### config.mk
export PLATFORM = sky130hd
export DESIGN_NAME = rst_seq_ctrl
export DESIGN_NICKNAME = d
export VERILOG_FILES = /design/src/rtl/rst_seq_ctrl.sv
export SDC_FILE = /design/constraint.sdc
export NUM_CORES = 1
export LEC_CHECK = 0
export BUFFER_PORTS_ARGS = -buffer_cell sky130_fd_sc_hd__buf_2
export CAP_MARGIN = 20
export CORE_AREA = 2 2 39 41
export CTS_CLUSTER_DIAMETER = 30
export DETAILED_ROUTE_END_ITERATION = 8
export DIE_AREA = 0 0 41 43
export GPL_TIMING_DRIVEN = 0
export PLACE_DENSITY = 0.63
export SETUP_SLACK_MARGIN = 0.3
export SLEW_MARGIN = 20
export SYNTH_ARGS = -nofsm -noshare
export SYNTH_HDL_FRONTEND = slang
export SYNTH_SLANG_ARGS = --single-unit
### constraint.sdc
create_clock -name CLK -period 1.2 [get_ports CLK]
set_clock_uncertainty 0.05 [all_clocks]
set_input_delay 0.06 -clock CLK [delete_from_list [all_inputs] [get_ports CLK]]
set_output_delay 0.06 -clock CLK [all_outputs]
set_load 0.005 [all_outputs]
### src/rtl/rst_seq_ctrl.sv
// Reset sequencer: releases per-domain active-low resets one at a time after the synchronized reset.
// Optional software reset (re-assert all, re-run sequence, counted) is enabled by RST_SEQ_SW_RST_EN.
module rst_seq_ctrl #(
    parameter int NUM_DOMAINS = 3,
    parameter int DLY_CYCLES  = 8,
    parameter int SW_HOLD     = 4,
    parameter int CNT_WIDTH   = 4
) (
    input  logic                   CLK,
    input  logic                   RST,
    input  logic                   SW_RST_REQ,
    output logic [NUM_DOMAINS-1:0] DOM_RST,
    output logic                   SEQ_DONE,
    output logic [7:0]             SW_RST_CNT
);

    localparam int IDX_W = (NUM_DOMAINS > 1) ? $clog2(NUM_DOMAINS) : 1;
    localparam logic [CNT_WIDTH-1:0] DLY_LAST  = CNT_WIDTH'(DLY_CYCLES - 1);
    localparam logic [CNT_WIDTH-1:0] HOLD_LAST = CNT_WIDTH'(SW_HOLD - 1);
    localparam logic [IDX_W-1:0]     IDX_LAST  = IDX_W'(NUM_DOMAINS - 1);

    typedef enum logic [1:0] {
        ST_SEQ   = 2'd0,
        ST_RUN   = 2'd1,
        ST_SWRST = 2'd2
    } state_t;

    state_t                 state_q, state_d;
    logic [CNT_WIDTH-1:0]   cnt_q, cnt_d;
    logic [IDX_W-1:0]       idx_q, idx_d;
    logic [NUM_DOMAINS-1:0] dom_rst_q, dom_rst_d;
    logic                   seq_done_q, seq_done_d;
    logic                   sw_accept;

`ifdef RST_SEQ_SW_RST_EN
    // Requests only take effect in RUN; elsewhere they are dropped, not queued.
    assign sw_accept = (state_q == ST_RUN) && SW_RST_REQ;

    logic [7:0] sw_cnt_q, sw_cnt_d;

    always_comb begin
        sw_cnt_d = sw_cnt_q;
        if (sw_accept && (sw_cnt_q != 8'hFF)) begin
            sw_cnt_d = sw_cnt_q + 8'd1;
        end
    end

    always_ff @(posedge CLK or negedge RST) begin
        if (!RST) begin
            sw_cnt_q <= 8'd0;
        end else begin
            sw_cnt_q <= sw_cnt_d;
        end
    end

    assign SW_RST_CNT = sw_cnt_q;
`else
    logic unused_sw_req;
    assign unused_sw_req = SW_RST_REQ;
    assign sw_accept     = 1'b0;
    assign SW_RST_CNT    = 8'd0;
`endif

    always_comb begin
        state_d    = state_q;
        cnt_d      = cnt_q;
        idx_d      = idx_q;
        dom_rst_d  = dom_rst_q;
        seq_done_d = seq_done_q;
        case (state_q)
            ST_SEQ: begin
                if (cnt_q == DLY_LAST) begin
                    dom_rst_d[idx_q] = 1'b1;
                    cnt_d            = '0;
                    if (idx_q == IDX_LAST) begin
                        idx_d      = '0;
                        seq_done_d = 1'b1;
                        state_d    = ST_RUN;
                    end else begin
                        idx_d = idx_q + 1'b1;
                    end
                end else begin
                    cnt_d = cnt_q + 1'b1;
                end
            end
            ST_RUN: begin
                if (sw_accept) begin
                    dom_rst_d  = '0;
                    seq_done_d = 1'b0;
                    cnt_d      = '0;
                    idx_d      = '0;
                    state_d    = ST_SWRST;
                end
            end
            ST_SWRST: begin
                if (cnt_q == HOLD_LAST) begin
                    cnt_d   = '0;
                    state_d = ST_SEQ;
                end else begin
                    cnt_d = cnt_q + 1'b1;
                end
            end
            default: begin
                state_d = ST_SEQ;
            end
        endcase
    end

    always_ff @(posedge CLK or negedge RST) begin
        if (!RST) begin
            state_q    <= ST_SEQ;
            cnt_q      <= '0;
            idx_q      <= '0;
            dom_rst_q  <= '0;
            seq_done_q <= 1'b0;
        end else begin
            state_q    <= state_d;
            cnt_q      <= cnt_d;
            idx_q      <= idx_d;
            dom_rst_q  <= dom_rst_d;
            seq_done_q <= seq_done_d;
        end
    end

    assign DOM_RST  = dom_rst_q;
    assign SEQ_DONE = seq_done_q;

endmodule

Word-level counts from Yosys, hierarchy flattened

Cells that the tools add are included.

Add/subtract/negate cells: 2
Multiply operators: 0
Divide/modulo/power cells: 0
$lt $le $gt $ge: 2
Eq/ne operators: 8
Shift-type cells: 0
Muxes and demuxes: 10
Bitwise logic cells: 2
Reductions and logical operators: 6

Operator list:

| operator            | number |
|---|---|
| $mux 2              | 4 |
| $mux 4              | 2 |
| $pmux 4 s2          | 1 |
| $ne 2x2->1 const B  | 3 |
| $pmux 2 s3          | 1 |
| $add 4x1->4 const B | 1 |
| $eq 2x2->1 const B  | 2 |
| $eq 4x2->1 const B  | 1 |
| $eq 4x3->1 const B  | 1 |
| $reduce_and 4->1    | 1 |
| $lt 2x3->1 const B  | 1 |
| $or 3x3->3          | 1 |
| $reduce_and 3->1    | 1 |
| $add 2x1->2 const B | 1 |
| $demux 1 s2         | 1 |
| $eq 2x1->1 const B  | 1 |
| $ge 2x1->1 const B  | 1 |
| $logic_not 2->1     | 1 |
| $reduce_and 2->1    | 1 |
| $reduce_bool 2->1   | 1 |
| $logic_and 1x1->1   | 1 |
| $mux 1              | 1 |
| $not 1->1           | 1 |

Bits in registers: 12
Bits in latches: 0
Memory bits (writable): 0
Bits in read-only memories: 0
Memories kept: 0

Longest topological paths before layout

Gate-level depths: netlist of run 1.

Depth in word-level cells: 5
Mapped depth: 4
Gate-level depth less buffers: 3

Least setup slack after synthesis of run 1

Ideal clock, no wire load.

Path kind: reg2reg
Start: register cnt_q[0]
End: register idx_q[0]
Data arrival time: 1159 ps
Data required time: 1025 ps
Slack: -134 ps
Stages on the path, launching flop included: 5
Buffers on the path: 1
Period minus slack after synthesis: 1334 ps
Cells stage by stage: dfrtp_1 ha_1 nand4bb_1 buf_2 mux2_4

Word-level cells in the longest chain between the ends: 2

Ends and longest elaborated chain:

| element                    | line | source |
|---|---|---|
| start, declared            | 29   | `logic [CNT_WIDTH-1:0] cnt_q, cnt_d;` |
| start signal, assigned     | 118  | `cnt_q <= cnt_d;` |
| $eq 4x3->1                 | 72   | `if (cnt_q == DLY_LAST) begin` |
| $reduce_and 2->1 (no line) | n/a  |  |
| end signal, assigned       | 119  | `idx_q <= idx_d;` |
| end, declared              | 30   | `logic [IDX_W-1:0] idx_q, idx_d;` |

Every way passes these cells.
A chain may end at the register's enable or synchronous reset.

Worst setup path in the final report of run 1

Start: register state_q[0]
End: register idx_q[0]

Word-level cells in the longest chain between the ends: 2

Ends and longest elaborated chain:

| element                    | line | source |
|---|---|---|
| start, declared            | 28   | `state_t state_q, state_d;` |
| start signal, assigned     | 117  | `state_q <= state_d;` |
| $logic_not 2->1            | 70   | `case (state_q)` |
| $reduce_and 2->1 (no line) | n/a  |  |

Every way passes these cells.

==> results of run 1 <==
state kept, by name (all words and copies together), names as in the netlist:
signal and count:
DOM_RST 3, SEQ_DONE 1, cnt_q 4, idx_q 2, state_q 1
per-stage QoR:
step	hold WS, ns	setup slack [ns]	total power, W	util [%]	setup TNS (ns)
floorplan	-0.286	-0.0573	0.000402	-	-0.0573
global placement	-0.112	-0.111	0.000411	44.4	-0.111
detailed placement	-0.112	-0.117	0.000411	44.4	-0.117
CTS	0.139	-0.0652	0.000662	50.9	-0.118
global route	0.152	-0.0996	0.000698	54.5	-0.534
finish	0.136	-0.0605	0.000659	54.5	-0.146
cells in the mapped netlist (all sizes together):
master / n / area [µm²]
dfrtp: 11 / 275
xnor2: 1 / 8.76
nand2b: 3 / 18.8
mux2i: 1 / 10.0
ha: 1 / 12.5
inv: 2 / 7.51
nand4bb: 1 / 11.3
nor2: 2 / 7.51
conb: 1 / 3.75
mux2: 3 / 37.5
o31ai: 1 / 7.51
nand4b: 1 / 8.76
buf: 9 / 65.1
or2: 1 / 6.26
o21bai: 4 / 30.0
o21ai: 1 / 5.00
nand2: 1 / 3.75
and3b: 1 / 8.76
kinds of logic (layout without fill, tap and decap cells):
kind of cell | after synthesis | in the layout
AO/OA/AOI/OAI | 6 | 6
multiplexers | 4 | 4
adder cells (fa/ha/maj) | 1 | 1
other | 1 | 8
AND/OR/NAND/NOR | 10 | 10
flip-flops | 11 | 11
XOR/XNOR | 1 | 1
buffers and inverters | 11 | 30
cells in the final DEF, fill, tap and decap left out, drive strengths merged, types with 2 or more instances in the layout:
cell / netlist / layout
mux2: 3 / 3
conb: 1 / 8
inv: 2 / 2
o21bai: 4 / 4
clkbuf: 0 / 4
nand2b: 3 / 3
dfrtp: 11 / 11
nor2: 2 / 2
buf: 9 / 23
area by class of cell:
cell class / count / share of cell area, %
Timing Repair Buffer: 15 / 14.1
Multi-Input combinational cell: 30 / 32.8
Clock buffer: 4 / 3.48
Buffer: 9 / 9.45
Sequential cell: 11 / 36.5
Tap cell: 16 / 2.65
Inverter: 2 / 0.995
routing by layer:
layer  track usage [%]  part of all wire, %  up-vias
met5                 0                    0        -
met4              12.0                  3.3        0
met3              3.14                  5.7        4
met2              17.5                   47       12
met1              15.2                   43      169
li1                  -                    -      186
report_power, final:
| part | switching, W | internal [W] |
|---|---|---|
| clock | 0.000125 | 0.000129 |
| sequential | 0 | 0.000370 |
| combinational | 0.0000160 | 0.0000196 |
| total | 0.000141 | 0.000519 |
worst min path at each step:
stage / startpoint / endpoint / slack [ns]
finish: RST / DOM_RST[1] / 0.14
global route: RST / idx_q[1] / 0.15
detailed placement: RST / DOM_RST[1] / -0.11
global placement: RST / DOM_RST[1] / -0.11
CTS: RST / DOM_RST[1] / 0.14
floorplan: RST / DOM_RST[0] / -0.29
what timing repair did:
| action | in CTS | in global routing |
|---|---|---|
| resized for setup | 2 | 5 |
| gates cloned | 0 | 0 |
| pin swaps | 5 | 3 |
| setup endpoints to repair | 11 | 15 |
| hold buffers | 1 | 0 |
| setup buffers | 6 | 3 |
| endpoints found under the hold margin | 11 | 0 |
==> summary.txt, run 1 <==
Synth
  – Synthesized-area fraction occupied by adder cells: under 10%
  – Simple-Gate Fraction of Synth Area: roughly 12%
  – Flop and latch count out of synthesis: 11
  – Average instance area after synthesis: ~12 µm²
  – Area share of xor/xnor cells in the synthesized design: ~1.7%
  – Post-synthesis compound-gate area fraction: just over 8%
  – Yosys warns: 0
  – Share of synthesized area occupied by flip-flops and latches: between 50 and 60%
  – Post-synthesis instance area: between 500 and 600 µm²
  – Number of library cell types mapped by synthesis: 20
  – Cells after synthesis: 45
  – Share of cell area taken by muxes after synthesis: under 10%
  – Combinational family with the most area after synthesis: buffers and inverters

Floorplan
  – Width of the die: 41 µm
  – I/O pin count: 15
  – Number of placement rows: 14
  – Area of the core region: approximately 0.0014 mm²
  – Initial Utilization: roughly two fifths
  – Die Ht: 43 µm
  – Die Area: about 0.0018 mm²

STA
  – Number of endpoints failing setup at the final stage: 4
  – Final slew viol count: 0
  – Peak clock frequency supported by timing: roughly 0.79 GHz
  – Period utilization: 105%
  – Final critical path time including I/O delays and setup: roughly 1.3 ns
  – Setup ws final: -0.0605 ns
  – Final Hold Violating Endpoints: 0
  – RSZ-0062 raised after global routing: yes

Setup path
  – Critical path capture point: idx_q[0]
  – Kind of cell with the highest combined delay on the critical path: flip-flops
  – Reg2reg start: state_q[0]
  – Worst reg2reg path endpoint: idx_q[0]
  – Startpoint of the most critical setup path: state_q[0]
  – Largest fanout on the critical path: 7
  – CP Class: flip-flop to flip-flop
  – Cell with the biggest individual delay on the critical path: sky130_fd_sc_hd__dfrtp_1
  – Kind of end point of the critical path: flip-flop
  – Cell count of the worst reg-to-reg path: 3
  – Cell Chain, Critical Path: nand4bb_1 > buf_6 > mux2_4
  – Sum of buffers and inverters on the critical path: 1
  – Crit path depth: 3
  – Critical path required time: between 1 and 1.5 ns
  – Worst path arrival time: 1.37 ns
  – FF-to-FF setup slack: -0.06 ns
  – Startpoint Class: flip-flop
  – Peak per-stage delay on the critical path: between 0.4 and 0.5 ns

Routing
  – Drt via density: roughly 4.3
  – Vias after detailed routing: 371
  – DRC marker count from the first detailed-route iteration: 3
  – Final Routed Wirelength: 915 µm
  – DRC viols: 0
  – Number of iterations in the first detailed-routing pass: 3
  – Remaining antenna violation count: 0
  – DR WL/cell: roughly 11 µm

Cells and area
  – Number of non-filler instances in the completed layout: 87
  – Area growth, synth to finish: 42.9%
  – Sequential Area: around 280 µm²
  – Number of filler cells placed in the layout: 128
  – Final antenna diode count: 0
  – Layout cells sized above 1: approximately 48%
  – Non-Filler Cell Area, Final: approximately 750 µm²
  – Net count of the finished layout: 76
  – Multi-input gate area in the final layout: roughly 250 µm²

Clocking
  – Clock slew at reported path FFs: ~0.07 ns
  – Sink count of the clock tree: 11
  – Clock latency on the worst-skew pair: ~0.27 ns
  – # H-tree levels: 1
  – Cell at the root of the clock tree: sky130_fd_sc_hd__clkbuf_4
  – Clock buffer count from CTS: 3
  – CTS Buffer Depth: 2
  – CTS tree: yes

Place
  – Input/output buffers: 5
  – Placed Instances: 73
  – Total cell area at the placement stage: ~600 µm²
  – GP Congestion: 0.674

Run status
  – Failing checks: setup timing
  – Run status: finished, violations left

Global routing
  – Wire length of the first global-routing pass: 1410 µm
  – GR Overflow Total: 0
  – Largest net degree at the start of global routing: 12
  – Antenna violations before repair: 0
  – Via count of the first global-routing pass: about 330
  – Overall routing resource usage: between 10% and 20%

Pwr
  – Highest ir drop seen on vdd: approximately 600 µV
  – Pwr dens: 874 mW/mm²
  – Pleak: 0.370 nW

Hold path
  – Hold WC Path Type: input pin to async pin

Run
  – Max cap viols: 0
Power figures use the tool's default switching activity.
==> run 2: changes to the inputs <==
CAP_MARGIN = default   (was 20)
CTS_BUF_LIST = sky130_fd_sc_hd__clkbuf_4 sky130_fd_sc_hd__clkbuf_8   (was default)
==> run 2 against run 1 <==
  * Worst hold slack better by 0.0017 ns
  * Total power rose by 4.1%
  * The run still ends with setup timing left
  * First-iteration DRC count shrank 33%
  * Highest routed layer unchanged
  * Sequential share of layout area fell by 0.36 points
  * Wire length increased by 1.6%
  * Maximum frequency increased by 1.5%
  * Largest cell class unchanged
  * Critical path type unchanged
==> summary.txt, run 2 (synthesis results as in run 1) <==
Routing
  – Remaining antenna violation count: 0
  – DR WL/cell: 10.6 µm
  – Vias after detailed routing: roughly 380
  – DRC marker count from the first detailed-route iteration: 2
  – Final Routed Wirelength: 930 µm
  – DRC viols: 0
  – Number of iterations in the first detailed-routing pass: 4
  – Drt via density: 4.26

STA
  – Final hold slack: 0.138 ns
  – Setup ws final: -0.0419 ns
  – Final critical path time including I/O delays and setup: about 1.2 ns
  – Final slew viol count: 0
  – Peak clock frequency supported by timing: between 0.8 and 0.9 GHz
  – Number of endpoints failing setup at the final stage: 3
  – Final Hold Violating Endpoints: 0
  – RSZ-0062 raised after global routing: yes
  – Period utilization: 103%

Global routing
  – Largest net degree at the start of global routing: 12
  – Wire length of the first global-routing pass: roughly 1600 µm
  – Via count of the first global-routing pass: 336
  – GR Overflow Total: 0
  – Overall routing resource usage: 14.2%
  – Antenna violations before repair: 0

Cells and area
  – Top library cells by usage in the layout, fill and taps aside: sky130_fd_sc_hd__buf_4, sky130_fd_sc_hd__dfrtp_1, sky130_fd_sc_hd__conb_1
  – Largest Register: cnt_q
  – Area growth, synth to finish: 44.3%
  – Number of filler cells placed in the layout: between 100 and 150
  – Flip-flop count of the largest register, all copies and words added: 4
  – Number of non-filler instances in the completed layout: 88
  – Final antenna diode count: 0
  – Most common library cell in the layout ignoring fill and taps: sky130_fd_sc_hd__buf_4
  – Net count of the finished layout: 77
  – Layout cells sized above 1: between 40% and 50%

Clocking
  – Cell at the root of the clock tree: sky130_fd_sc_hd__clkbuf_4
  – Clock latency on the worst-skew pair: 0.27 ns
  – Clock buffer count from CTS: 3
  – Sink count of the clock tree: 11
  – CTS Buffer Depth: 2
  – CTS tree: yes
  – Clock slew at reported path FFs: approximately 0.07 ns
  – # H-tree levels: 1

Run status
  – Failing checks: setup timing
  – Run status: finished, violations left

Place
  – Placed Instances: between 70 and 80
  – Input/output buffers: 5
  – GP Congestion: 0.674

Run
  – Max cap viols: 0

Setup path
  – Sum of buffers and inverters on the critical path: 1
  – Kind of cell with the highest combined delay on the critical path: flip-flops
  – Worst path arrival time: roughly 1.4 ns
  – Cell with the biggest individual delay on the critical path: sky130_fd_sc_hd__dfrtp_1
  – Critical path required time: 1.31 ns
  – Largest fanout on the critical path: 4
  – Cell count of the worst reg-to-reg path: 4
  – Crit path depth: 4
  – Startpoint Class: flip-flop
  – Cell Chain, Critical Path: ha_4 > nand4bb_1 > buf_6 > mux2_4
  – Peak per-stage delay on the critical path: about 0.41 ns
  – Kind of end point of the critical path: flip-flop
  – CP Class: flip-flop to flip-flop

Floorplan
  – Initial Utilization: between 30% and 40%
  – Die Area: between 0.0015 and 0.002 mm²
  – Width of the die: a little over 40 µm
  – Number of placement rows: 14
  – I/O pin count: 15
  – Die Ht: 43 µm
  – Area of the core region: roughly 0.0014 mm²

Hold path
  – Hold WC Path Type: input pin to async pin

Pwr
  – Pleak: 0.376 nW
  – Pwr dens: around 900 mW/mm²
  – Overall power after layout: ~0.00069 W
  – Highest ir drop seen on vdd: just over 600 µV
-- run 2: cell types whose count changed in the layout (fill, tap and decap cells not counted) --
cell / before / now
sky130_fd_sc_hd__buf_4: 16 / 17
sky130_fd_sc_hd__o21ai_2: 1 / 0
sky130_fd_sc_hd__o21ai_1: 0 / 1
sky130_fd_sc_hd__clkbuf_1: 1 / 0
sky130_fd_sc_hd__clkbuf_4: 3 / 4
-- run 2: what timing repair did --
item / in CTS / in global routing
cloned: 0 / 0
buffers inserted: 8 / 2
endpoints found under the hold margin: 11 / 0
pin swaps: 6 / 2
hold buffers: 1 / 0
setup endpoints to repair: 11 / 15
gates resized for setup: 5 / 1
-- run 2: per-stage QoR --
| stage | cell area [µm²] | setup slack (ns) | TNS [ns] | util (%) |
|---|---|---|---|---|
| 2_1_floorplan | 569 | -0.0573 | -0.0573 | - |
| 5_1_grt | 762 | -0.0761 | -0.343 | 55.1 |
| 4_1_cts | 738 | -0.0576 | -0.114 | 53.3 |
| 3_5_place_dp | 614 | -0.117 | -0.117 | 44.4 |
| 3_3_place_gp | 614 | -0.111 | -0.111 | 44.4 |
| 6_report | 762 | -0.0419 | -0.0726 | 55.1 |
-- run 2: worst paths after layout --
path / start / end / slack (ns)
max reg2reg: cnt_q[1] / idx_q[0] / -0.04
max: cnt_q[1] / idx_q[0] / -0.04
min reg2reg: SEQ_DONE / SEQ_DONE / 0.43
min in group CLK: SEQ_DONE / SEQ_DONE / 0.43
min: RST / DOM_RST[1] / 0.14
max in group asynchronous: RST / cnt_q[1] / 0.77
-- run 2: routing by layer --
metal	vias to the layer above	global-route usage (%)	part of all wire, %
met3	4	3.14	5.6
met4	0	12.0	3.1
met2	12	19.4	49
met1	172	17.9	42
met5	-	0	0
li1	187	-	-
-- run 2: cell type report --
type	count	area, µm²	share of cell area, %
well taps	16	20.0	2.63
clock buffers	4	30.0	3.94
plain buffers	9	71.3	9.36
multi-input cells	30	244	32.0
flip-flops and latches	11	275	36.1
inverters	2	7.51	0.985
repair buffers	16	114	14.9
-- run 2: power by group --
group           total, W  switching [W]  leakage (nW)  internal, W
clock network   0.000281       0.000129        0.0184     0.000151
registers       0.000370              0         0.128     0.000370
logic          0.0000357      0.0000161         0.230    0.0000196
==> run 3: changes to the inputs <==
REMOVE_ABC_BUFFERS = 1   (was default)
clock period = 1.1 ns   (was 1.2 ns; I/O delays follow)
==> run 3 against run 2 <==
  * Clock-buffer cell count is the same
  * Combinational power shrank 50%
  * Flip-flop and latch count is the same
  * Clock power grew 5%
  * The flow still finishes with violations (setup timing)
  * Sequential power grew 9.2%
  * Worst hold slack lost 0.014 ns
  * Worst setup slack lost 0.036 ns
  * Final area shrank 11%
  * Critical path depth shrank 1
  * Register-to-register slack lost 0.04 ns
==> summary.txt, run 3 (synthesis results as in run 1) <==
Global routing
  – Largest net degree at the start of global routing: 12
  – Wire length of the first global-routing pass: around 1400 µm
  – Via count of the first global-routing pass: around 330
  – Antenna violations before repair: 0
  – Overall routing resource usage: roughly an eighth
  – GR Overflow Total: 0

Setup path
  – Startpoint Class: flip-flop
  – Kind of end point of the critical path: flip-flop
  – Critical path capture point: idx_q[0]
  – Cell Chain, Critical Path: ha_4 > nand4bb_4 > mux2_4
  – FF-to-FF setup slack: -0.08 ns
  – Largest fanout on the critical path: 4
  – Reg2reg start: cnt_q[0]
  – Worst path arrival time: about 1.3 ns
  – Critical path required time: 1.20 ns
  – Peak per-stage delay on the critical path: ~0.42 ns
  – Startpoint of the most critical setup path: cnt_q[0]
  – Cell count of the worst reg-to-reg path: 3
  – Cell with the biggest individual delay on the critical path: sky130_fd_sc_hd__dfrtp_1
  – CP Class: flip-flop to flip-flop
  – Worst reg2reg path endpoint: idx_q[0]

Hold path
  – Hold WC Path Type: input pin to async pin

Run
  – Max cap viols: 0

Run status
  – Failing checks: setup timing
  – Run status: finished, violations left

STA
  – Final critical path time including I/O delays and setup: 1.18 ns
  – Setup ws final: -0.0775 ns
  – Final slew viol count: 0
  – RSZ-0062 raised after global routing: yes
  – Number of endpoints failing setup at the final stage: 7
  – Final-layout setup total negative slack: -0.255 ns
  – Peak clock frequency supported by timing: approximately 0.85 GHz
  – Final Hold Violating Endpoints: 0
  – Period utilization: 107%

Cells and area
  – Number of non-filler instances in the completed layout: 77
  – Number of filler cells placed in the layout: 130
  – Final antenna diode count: 0
  – Multi-input gate area in the final layout: between 200 and 250 µm²
  – Sequential Area: between 200 and 300 µm²
  – Net count of the finished layout: 66
  – Most common library cell in the layout ignoring fill and taps: sky130_fd_sc_hd__dfrtp_1
  – Top library cells by usage in the layout, fill and taps aside: sky130_fd_sc_hd__dfrtp_1, sky130_fd_sc_hd__conb_1, sky130_fd_sc_hd__buf_4
  – Area growth, synth to finish: 27.7%
  – Largest Register: cnt_q
  – Layout cells sized above 1: between 30% and 40%
  – Flip-flop count of the largest register, all copies and words added: 4

Floorplan
  – Die Ht: between 40 and 50 µm
  – Area of the core region: 0.00138 mm²
  – Initial Utilization: 38.2%
  – Width of the die: 41 µm
  – Number of placement rows: 14
  – I/O pin count: 15
  – Die Area: 0.00176 mm²

Clocking
  – CTS tree: yes
  – Clock buffer count from CTS: 3
  – Cell at the root of the clock tree: sky130_fd_sc_hd__clkbuf_4
  – Sink count of the clock tree: 11
  – CTS Buffer Depth: 2
  – Clock latency on the worst-skew pair: between 0.2 and 0.3 ns
  – Clock slew at reported path FFs: 0.07 ns
  – # H-tree levels: 1

Routing
  – Vias after detailed routing: between 300 and 400
  – Remaining antenna violation count: 0
  – Drt via density: 4.48
  – Final Routed Wirelength: ~800 µm
  – DRC marker count from the first detailed-route iteration: 10
  – DR WL/cell: roughly 10 µm
  – Number of iterations in the first detailed-routing pass: 4
  – DRC viols: 0

Pwr
  – Pwr dens: between 1000 and 1500 mW/mm²
  – Pleak: between 0.3 and 0.4 nW
  – Highest ir drop seen on vdd: 779 µV

Place
  – Post-DP HPWL: just under 500 µm
  – Placed Instances: 64
  – GP Congestion: ~0.72
  – Input/output buffers: 5
==> run 3: changes by cell type in the layout (fill, tap and decap cells not counted), sizes merged <==
| cell | delta |
|---|---|
| buf | -11 |
==> run 3: area by class of cell <==
cell class                 instances  area share (%)
multi-input combinational         30            36.5
tap                               16            2.97
clock buffer                       4            4.45
inverter                           2            1.11
sequential                        11            40.8
timing repair buffer              14            14.1
==> run 3: worst min path at each step <==
stage	startpoint	to	slack, ns	cells after the start
6_report	RST	cnt_q[0]	0.12	2
4_1_cts	RST	cnt_q[0]	0.13	2
3_3_place_gp	RST	cnt_q[0]	-0.11	1
5_1_grt	RST	cnt_q[0]	0.14	2
2_1_floorplan	RST	DOM_RST[0]	-0.29	0
3_5_place_dp	RST	cnt_q[0]	-0.11	1
==> run 3: metrics by stage <==
stage	util, %	cell area (µm²)	power [W]	hold slack (ns)	setup slack [ns]
after global routing	48.7	674	0.000746	0.144	-0.131
final	48.7	674	0.000716	0.124	-0.0775
after global placement	38.6	534	0.000428	-0.112	-0.392
after detailed placement	38.6	534	0.000427	-0.113	-0.405
after floorplan	-	489	0.000418	-0.291	-0.246
after CTS	48.2	667	0.000730	0.130	-0.0721
==> run 3: metal layers <==
metal	track usage [%]	up-vias	part of all wire (%)	wire length (µm)
met4	10.0	0	2.4	19
met1	16.3	160	44	348
met3	3.14	4	6.9	55
met5	0	-	0	0
met2	15.6	15	47	375
li1	-	166	-	-
==> run 3: report_power, final <==
group	total, W	leakage, nW	internal (W)	switching [W]
sequential	0.000404	0.128	0.000404	0
clock	0.000294	0.0184	0.000165	0.000129
combinational	0.0000177	0.170	0.00000361	0.0000141
==> run 3: what timing repair did <==
action / 4_1_cts / 5_1_grt
resized for setup: 5 / 1
pin swaps: 3 / 3
setup buffers: 8 / 0
hold buffers: 1 / 0
endpoints found under the hold margin: 11 / 0
setup endpoints to repair: 15 / 15
==> run 3: critical path: cells and delay by family, from the launching register on <==
family        cells  cell delay (ns)
fa+ha+maj         1             0.19
flops             1             0.42
mux               1             0.30
simple gates      1             0.11
